--- src/rtl/instr_fetch.sv ---
// Instruction fetch unit: issues one word-aligned fetch at a time, buffers the
// returned word for the decoder and honours redirects at any point.
module instr_fetch #(
  parameter logic [31:0] RESET_PC = 32'h0000_0000
) (
  input  logic        clk,
  input  logic        rst,
  output logic        imem_req_o,
  output logic [31:0] imem_addr_o,
  input  logic        imem_ready_i,
  input  logic        imem_rvalid_i,
  input  logic [31:0] imem_rdata_i,
  input  logic        redirect_i,
  input  logic [31:0] redirect_pc_i,
  output logic        instr_valid_o,
  output logic [31:0] raw_instr_o,
  output logic [31:0] instr_pc_o,
  input  logic        instr_ready_i
);

  typedef enum logic [1:0] {
    IDLE = 2'd0,
    REQ  = 2'd1,
    WAIT = 2'd2,
    FULL = 2'd3
  } state_t;

  state_t      state_q, state_d;
  logic [31:0] pc_q, pc_d;
  logic        discard_q, discard_d;
  logic [31:0] raw_instr_q, raw_instr_d;
  logic [31:0] instr_pc_q, instr_pc_d;

  function automatic logic [31:0] align_word(input logic [31:0] addr);
    return {addr[31:2], 2'b00};
  endfunction

  // Unsigned add wraps modulo 2^32, so 32'hFFFF_FFFC steps to 32'h0.
  function automatic logic [31:0] next_word(input logic [31:0] addr);
    return addr + 32'd4;
  endfunction

  always_comb begin
    state_d     = state_q;
    pc_d        = pc_q;
    discard_d   = discard_q;
    raw_instr_d = raw_instr_q;
    instr_pc_d  = instr_pc_q;

    if (redirect_i) begin
      pc_d = align_word(redirect_pc_i);
    end

    case (state_q)
      IDLE: begin
        state_d = REQ;
      end

      REQ: begin
        if (imem_ready_i) begin
          state_d   = WAIT;
          // The accepted request targets the old pc; its reply must be dropped.
          discard_d = redirect_i;
        end
      end

      WAIT: begin
        if (redirect_i) begin
          if (imem_rvalid_i) begin
            state_d   = REQ;
            discard_d = 1'b0;
          end else begin
            discard_d = 1'b1;
          end
        end else if (imem_rvalid_i) begin
          if (discard_q) begin
            state_d   = REQ;
            discard_d = 1'b0;
          end else begin
            state_d     = FULL;
            raw_instr_d = imem_rdata_i;
            instr_pc_d  = pc_q;
            pc_d        = next_word(pc_q);
          end
        end
      end

      FULL: begin
        if (redirect_i || instr_ready_i) begin
          state_d = REQ;
        end
      end

      default: begin
        state_d = IDLE;
      end
    endcase
  end

  always_ff @(posedge clk) begin
    if (rst) begin
      state_q     <= IDLE;
      pc_q        <= align_word(RESET_PC);
      discard_q   <= 1'b0;
      raw_instr_q <= 32'h0;
      instr_pc_q  <= 32'h0;
    end else begin
      state_q     <= state_d;
      pc_q        <= pc_d;
      discard_q   <= discard_d;
      raw_instr_q <= raw_instr_d;
      instr_pc_q  <= instr_pc_d;
    end
  end

  // Every output is a register or a decode of state_q only.
  assign imem_req_o    = (state_q == REQ);
  assign imem_addr_o   = pc_q;
  assign instr_valid_o = (state_q == FULL);
  assign raw_instr_o   = raw_instr_q;
  assign instr_pc_o    = instr_pc_q;

endmodule

--- config.mk ---
export PLATFORM = sky130hd
export DESIGN_NAME = instr_fetch
export DESIGN_NICKNAME = d
export VERILOG_FILES = /design/src/rtl/instr_fetch.sv
export SDC_FILE = /design/constraint.sdc
export NUM_CORES = 1
export LEC_CHECK = 0
export CORE_MARGIN = 3
export CORE_UTILIZATION = 47
export DETAILED_ROUTE_END_ITERATION = 10
export GPL_ROUTABILITY_DRIVEN = 0
export GPL_TIMING_DRIVEN = 0
export PLACE_DENSITY = 0.85
export SYNTH_ARGS = -nofsm -noshare
export SYNTH_HDL_FRONTEND = slang
export SYNTH_SLANG_ARGS = --single-unit
export TNS_END_PERCENT = 1
--- constraint.sdc ---
create_clock -name clk -period 3.05 [get_ports clk]
set_input_delay 0.305 -clock clk [delete_from_list [all_inputs] [get_ports clk]]
set_output_delay 0.305 -clock clk [all_outputs]
set_load 0.02 [all_outputs]
==> results of run 1 <==
-- metal layers --
layer / vias up / track usage / part of all wire
li1: 2285 / - / -
met4: 0 / 0.104 / 0.029
met2: 283 / 0.471 / 0.49
met3: 45 / 0.0655 / 0.094
met1: 2239 / 0.335 / 0.39
met5: - / 0 / 0
-- layout by cell type (no fill, tap or decap), types with 9 or more instances in the layout --
cell	count
sky130_fd_sc_hd__clkdlybuf4s50_1	163
sky130_fd_sc_hd__nand2_1	144
sky130_fd_sc_hd__dfxtp_1	99
sky130_fd_sc_hd__a21oi_1	72
sky130_fd_sc_hd__clkbuf_1	31
sky130_fd_sc_hd__nor2_1	23
sky130_fd_sc_hd__inv_1	14
sky130_fd_sc_hd__clkbuf_8	13
sky130_fd_sc_hd__nand4_1	13
sky130_fd_sc_hd__nand3_1	13
sky130_fd_sc_hd__a311oi_1	13
sky130_fd_sc_hd__or4_1	11
sky130_fd_sc_hd__a211oi_1	10
sky130_fd_sc_hd__nor4_1	9
-- area by class of cell --
| type | instances | area (um^2) |
|---|---|---|
| buffer | 40 | 196 |
| clock buffer | 11 | 141 |
| clock inverter | 5 | 37.5 |
| fill | 749 | 2540 |
| inverter | 14 | 52.6 |
| multi-input combinational | 393 | 2130 |
| sequential | 99 | 1980 |
| tap | 108 | 135 |
| timing repair buffer | 163 | 1630 |
-- kinds of logic after synthesis --
logic type,after synthesis,share of synthesized area
adders and majority gates,5,0.0143
buffers and inverters,54,0.0571
DFF,99,0.454
xor gates and xnor gates,6,0.0120
and+or+nand+nor,253,0.277
AOI/OAI and AO/OA,129,0.185
-- through the flow --
| stage | hold slack, ns | total power, mW | cell area [um^2] | util |
|---|---|---|---|---|
| floorplan | 0.441 | 1.58 | 4360 | - |
| global placement | 0.440 | 1.78 | 6130 | 0.693 |
| detailed placement | 0.447 | 1.79 | 6130 | 0.693 |
| CTS | 0.280 | 2.56 | 6310 | 0.713 |
| global route | 0.305 | 2.66 | 6310 | 0.713 |
| finish | 0.307 | 2.56 | 6310 | 0.713 |
-- path summary, 6_finish.rpt --
path / from / endpoint / cells past startpoint
max: state_q[0]$_SDFFE_PP0P_ / raw_instr_o[20]$_SDFFE_PP0P_ / 8
min: rst / imem_addr_o[31]$_SDFF_PP0_ / 3
max reg2reg: state_q[0]$_SDFFE_PP0P_ / raw_instr_o[20]$_SDFFE_PP0P_ / 8
min reg2reg: instr_pc_o[4]$_SDFFE_PP0P_ / instr_pc_o[4]$_SDFFE_PP0P_ / 2
-- power groups by stage --
| stage | Combinational (mW) | Sequential, mW | Clock (mW) |
|---|---|---|---|
| 3_5_place_dp | 0.373 | 1.42 | 0 |
| 4_1_cts | 0.375 | 1.39 | 0.795 |
| 3_3_place_gp | 0.363 | 1.41 | 0 |
| 5_1_grt | 0.405 | 1.40 | 0.855 |
| 2_1_floorplan | 0.136 | 1.44 | 0 |
| 6_report | 0.376 | 1.39 | 0.787 |
-- Yosys cell counts (all sizes together), types with 7 or more instances --
| cell | instances | area (um^2) |
|---|---|---|
| o21ai | 7 | 35.0 |
| a211oi | 10 | 75.1 |
| inv | 14 | 52.6 |
| dfxtp | 99 | 1980 |
| a21oi | 72 | 360 |
| nand4 | 15 | 106 |
| nor2 | 23 | 86.3 |
| nand3 | 13 | 65.1 |
| o31ai | 7 | 52.6 |
| nand2 | 144 | 541 |
| or4 | 13 | 103 |
| nor4 | 9 | 56.3 |
| clkbuf | 33 | 154 |
| a311oi | 13 | 114 |
-- worst min-delay path: cells and delay by family --
kind	cells	cell delay (ns)
AND/OR/NAND/NOR	1	0.07
buffers and inverters	1	0.13
AO/OA/AOI/OAI	1	0.10
-- state kept, by name, indices dropped and copies added, names as in the netlist --
name,flops
imem_addr_o,32
instr_pc_o,32
discard_q,1
raw_instr_o,32
state_q,2
==> flow_metrics.env, run 1 <==
export IMPL_die_height_um=102
export IMPL_grt_max_degree=17
export IMPL_outcome="completed"
export IMPL_globalRoute_totalOverflow=0
export IMPL_critical_path_max_fanout=10
export IMPL_worst_ep_required_time_ns=3.34
export IMPL_post_cts_resize_count=0
export IMPL_final_period_utilization=0.836
export IMPL_postRouteWirelength_um=14200
export IMPL_area_growth_syn_to_layout_pct=44.6
export IMPL_slew_violations=0
export IMPL_comb_power_share=0.147
export IMPL_htreeDepth=3
export IMPL_clock_root_buffer="sky130_fd_sc_hd__clkbuf_8"
export IMPL_static_leakage_power_nw=2.06
export IMPL_worst_setup_path_end_kind="register"
export IMPL_path_delay_family="buffers and inverters"
export IMPL_synth_edf_count=0
export IMPL_synthesis_nets=621
export IMPL_grt_first_pass_wirelength_um=22700
export IMPL_power_per_cell_area_nw_per_um2=405
export IMPL_starting_density=0.493
export IMPL_drt_pre_antenna_iters=6
export IMPL_io_pin_count=168
export IMPL_share_clk_of_total_power=0.308
export IMPL_int_pwr_mw=1.84
export IMPL_post_cts_setup_buffers=0
export IMPL_finish_net_count=795
export IMPL_yosysSeqAreaShare=0.454
export IMPL_place_inst=817
export IMPL_power_switching_share=0.279
export IMPL_period_minus_slack_ns=2.55
export IMPL_synth_cell_types=53
export IMPL_yosys_register_bits=99
export IMPL_clock_path_buffers=2
export IMPL_timing_critical_path_cells="inv_1 -> ha_1 -> nand4bb_1 -> clkbuf_1 -> clkbuf_1 -> buf_1 -> nand2_1 -> a21oi_1"
export IMPL_power_ir_vdd_worst_mv=0.221
export IMPL_timing_critical_path_slowest_cell_delay_ns=0.50
export IMPL_mappedNetlistArea_um2=4360
export IMPL_cp_buffers_inverters=4
export IMPL_dp_final_hpwl_um=10600
export IMPL_total_via_count_after_detailed_routing=4852
export IMPL_finalClockSkew_ns=0.0138
export IMPL_detail_route_antenna_nets=0
export IMPL_setup_reg_to_reg_worst_slack_ns=0.50
export IMPL_grt_setup_unrepaired="false"
export IMPL_clk_latency_ns=0.37
export IMPL_placeableCoreArea_um2=8850
export IMPL_cp_arrival_ns=2.84
export IMPL_antennaDiodeCount=0
export IMPL_share_seq_of_total_power=0.545
export IMPL_drc=0
export IMPL_synthCells=546
export IMPL_drive_gt1_frac=0.0400
export IMPL_grt_pass1_vias=4745
export IMPL_setup_viol=0
export IMPL_setup_worst_path_class="register to register"
export IMPL_power_switching_uw=712
export IMPL_critical_path_top_cell_by_count="sky130_fd_sc_hd__clkbuf_1"
export IMPL_postSynthAreaPerCell_um2=7.99
export IMPL_cts_tree="built"
export IMPL_placementRows=34
export IMPL_drt_vias_per_instance=5.82
export IMPL_hold_violations=0
export IMPL_clock_sinks=99
export IMPL_crit_path_start_kind="register"
export IMPL_timing_setup_tns_ns=0
export IMPL_max_slew_margin=0.276
export IMPL_yosys_warnings=0
export IMPL_portBuffers=163
export IMPL_final_cell_count_no_fill=833
export IMPL_cts_made_buffers=9
export IMPL_synth_main_ff_cell="sky130_fd_sc_hd__dfxtp_1"
export IMPL_worst_setup_hold_path_clk_slew_ns=0.10
export IMPL_fmax_mhz=392
export IMPL_post_place_ws_ns=0.408
export IMPL_width_of_the_die_um=102
export IMPL_max_slew_worst_pin_slew_ns=1.08
export IMPL_cts_hold_buf=0
export IMPL_drt_iter0_drc=374
export IMPL_floorplan_die_area_um2=10500
export IMPL_slowest_stage="sky130_fd_sc_hd__clkbuf_1"
export IMPL_max_capacitance_violation_count=0
export IMPL_global_route_usage_total=0.275
export IMPL_synth_async_sr_flop_share=0
export IMPL_fin_ws_ns=0.502
export IMPL_initial_antenna_violation_count=0
export IMPL_drt_wirelength_per_cell_um=17.0
export IMPL_kind_of_path_behind_the_tightest_hold_check="input port to register"
Power figures use the tool's default switching activity.
==> run 2: changes to the inputs <==
--- a/config.mk
+++ b/config.mk
@@ -6,11 +6,11 @@
 export NUM_CORES = 1
 export LEC_CHECK = 0
 export CORE_MARGIN = 3
-export CORE_UTILIZATION = 47
+export CORE_UTILIZATION = 44
 export DETAILED_ROUTE_END_ITERATION = 10
 export GPL_ROUTABILITY_DRIVEN = 0
 export GPL_TIMING_DRIVEN = 0
-export PLACE_DENSITY = 0.85
+export PLACE_DENSITY = 0.8
 export SYNTH_ARGS = -nofsm -noshare
 export SYNTH_HDL_FRONTEND = slang
 export SYNTH_SLANG_ARGS = --single-unit
==> constraint.sdc (replaced) <==
create_clock -name clk -period 2.4 [get_ports clk]
set_input_delay 0.24 -clock clk [delete_from_list [all_inputs] [get_ports clk]]
set_output_delay 0.24 -clock clk [all_outputs]
set_load 0.02 [all_outputs]
==> flow_metrics.env, run 2 (synthesis results as in run 1) <==
export IMPL_io_pin_count=168
export IMPL_finish_net_count=797
export IMPL_static_leakage_power_nw=2.09
export IMPL_globalRoute_totalOverflow=0
export IMPL_placement_cell_area_um2=6150
export IMPL_slowest_stage="sky130_fd_sc_hd__or4_1"
export IMPL_worst_setup_path_end_kind="register"
export IMPL_area_growth_syn_to_layout_pct=46.3
export IMPL_detail_route_antenna_nets=0
export IMPL_max_slew_worst_pin_slew_ns=0.677
export IMPL_power_ir_vdd_worst_mv=0.270
export IMPL_total_via_count_after_detailed_routing=4737
export IMPL_outcome="completed"
export IMPL_period_minus_slack_ns=2.33
export IMPL_clk_latency_ns=0.36
export IMPL_initial_antenna_violation_count=0
export IMPL_drc=0
export IMPL_max_capacitance_violation_count=0
export IMPL_share_seq_of_total_power=0.539
export IMPL_multi_input_comb_area_um2=2150
export IMPL_worst_setup_hold_path_clk_slew_ns=0.10
export IMPL_drt_wirelength_per_cell_um=16.7
export IMPL_cts_hold_buf=0
export IMPL_final_period_utilization=0.969
export IMPL_worst_ep_required_time_ns=2.66
export IMPL_crit_path_start_kind="register"
export IMPL_hold_violations=0
export IMPL_setup_worst_path_class="register to register"
export IMPL_timing_critical_path_cells="inv_1 -> ha_1 -> nand3b_1 -> or3_1 -> clkbuf_1 -> or4_1 -> and3_1"
export IMPL_highest_count_cells_in_the_layout_ignoring_fill_and_taps="163 x sky130_fd_sc_hd__clkdlybuf4s50_1, 144 x sky130_fd_sc_hd__nand2_1, 99 x sky130_fd_sc_hd__dfxtp_1"
export IMPL_antennaDiodeCount=0
export IMPL_cts_made_buffers=9
export IMPL_path_delay_family="simple AND/OR/NAND/NOR gates"
export IMPL_clock_root_buffer="sky130_fd_sc_hd__clkbuf_8"
export IMPL_grt_first_pass_wirelength_um=23200
export IMPL_clock_sinks=99
export IMPL_finalClockSkew_ns=0.0152
export IMPL_final_cell_count_no_fill=856
export IMPL_fmax_mhz=430
export IMPL_postRouteWirelength_um=14300
export IMPL_width_of_the_die_um=106
export IMPL_dp_final_hpwl_um=10600
export IMPL_grt_setup_unrepaired="true"
export IMPL_power_per_cell_area_nw_per_um2=514
export IMPL_placeableCoreArea_um2=9420
export IMPL_clock_path_buffers=2
export IMPL_htreeDepth=3
export IMPL_slew_violations=0
export IMPL_timing_setup_tns_ns=0
export IMPL_cp_arrival_ns=2.58
export IMPL_groute_layer_met1_usage=0.320
export IMPL_comb_power_share=0.146
export IMPL_drive_gt1_frac=0.0550
export IMPL_register_area_um2=1980
export IMPL_fill_cells=803
export IMPL_power_switching_share=0.287
export IMPL_floorplan_die_area_um2=11100
export IMPL_share_clk_of_total_power=0.315
export IMPL_place_inst=838
export IMPL_critical_path_max_fanout=10
export IMPL_met3_usage=0.0649
export IMPL_grt_max_degree=19
export IMPL_global_route_usage_total=0.253
export IMPL_grt_busiest_layer="met2"
export IMPL_kind_of_path_behind_the_tightest_hold_check="input port to register"
export IMPL_grt_pass1_vias=4585
export IMPL_timing_critical_path_slowest_cell_delay_ns=0.52
export IMPL_drt_vias_per_instance=5.53
export IMPL_globalRouteMet2Util=0.421
export IMPL_placementRows=35
export IMPL_cp_buffers_inverters=2
export IMPL_drt_iter0_drc=265
export IMPL_cts_tree="built"
export IMPL_max_slew_margin=0.545
export IMPL_final_design_area_no_fill_um2=6380
export IMPL_starting_density=0.463
export IMPL_die_height_um=106
export IMPL_drt_pre_antenna_iters=5
export IMPL_layout_cells_most_common="sky130_fd_sc_hd__clkdlybuf4s50_1"
export IMPL_power_switching_uw=941
export IMPL_int_pwr_mw=2.34
export IMPL_portBuffers=163
export IMPL_setup_viol=0
## run 2: changes by cell type in the layout (fill, tap and decap cells not counted), moves of 2 or more
cell	delta
sky130_fd_sc_hd__buf_4	+2
sky130_fd_sc_hd__inv_8	+2
sky130_fd_sc_hd__clkbuf_1	-3
sky130_fd_sc_hd__clkinv_4	+2
sky130_fd_sc_hd__nor4_2	+3
sky130_fd_sc_hd__buf_1	-3
sky130_fd_sc_hd__nor4_1	-3
sky130_fd_sc_hd__clkinvlp_4	-2
sky130_fd_sc_hd__clkbuf_2	+6
## run 2: worst register-to-register path, delay by kind of cell (launching register included)
kind | cells | cell delay [ns]
and+or+nand+nor | 4 | 1.29
adders and majority gates | 1 | 0.29
DFF | 1 | 0.37
buffers and inverters | 2 | 0.28
## run 2: layout make-up
| cell class | instances | area share |
|---|---|---|
| Clock buffer | 10 | 0.0200 |
| Sequential cell | 99 | 0.311 |
| Buffer | 40 | 0.0320 |
| Clock inverter | 6 | 0.00902 |
| Tap cell | 129 | 0.0253 |
| Timing Repair Buffer | 165 | 0.258 |
| Inverter | 14 | 0.00824 |
| Multi-Input combinational cell | 393 | 0.337 |
## run 2: through the flow
step           total power [mW]  setup slack (ns)  hold WS [ns]   util
6_report                   3.28            0.0738         0.232  0.678
5_1_grt                    3.40           -0.0814         0.254  0.678
4_1_cts                    3.28            0.0908         0.222  0.675
3_5_place_dp               2.27            -0.149         0.448  0.654
3_3_place_gp               2.26            -0.115         0.441  0.654
2_1_floorplan              2.00             0.304         0.376      -
## run 2: routing by layer
metal  vias up  routed length (um)
met5         -                   0
met4         0                 325
met3        33                1330
met2       228                6840
met1      2189                5840
li1       2287                   -
## run 2: final timing paths
check	from	endpoint	slack (ns)	cells past startpoint
setup / recovery	state_q[0]$_SDFFE_PP0P_	imem_addr_o[21]$_SDFF_PP0_	0.07	7
hold / removal	rst	imem_addr_o[31]$_SDFF_PP0_	0.23	3
setup reg to reg	state_q[0]$_SDFFE_PP0P_	imem_addr_o[21]$_SDFF_PP0_	0.07	7
hold reg to reg	raw_instr_o[8]$_SDFFE_PP0P_	raw_instr_o[8]$_SDFFE_PP0P_	0.46	2
## run 2: power groups by stage
stage	clock, mW	combinational [mW]	sequential, mW
2_1_floorplan	0	0.173	1.83
3_3_place_gp	0	0.464	1.80
3_5_place_dp	0	0.472	1.80
4_1_cts	1.04	0.477	1.76
5_1_grt	1.11	0.515	1.78
6_report	1.03	0.477	1.77
## run 2: timing repair
action | CTS | global route
resized for setup | 2 | 8
setup buffers | 2 | 0
endpoints found under the setup margin | 44 | 49
pin swaps | 0 | 0
==> run 3: changes to the inputs <==
--- a/config.mk
+++ b/config.mk
@@ -5,6 +5,7 @@
 export SDC_FILE = /design/constraint.sdc
 export NUM_CORES = 1
 export LEC_CHECK = 0
+export CAP_MARGIN = 15
 export CORE_MARGIN = 3
 export CORE_UTILIZATION = 44
 export DETAILED_ROUTE_END_ITERATION = 10
==> results of run 3 <==
Final layout, timing and power as in run 2 (identical DEF).
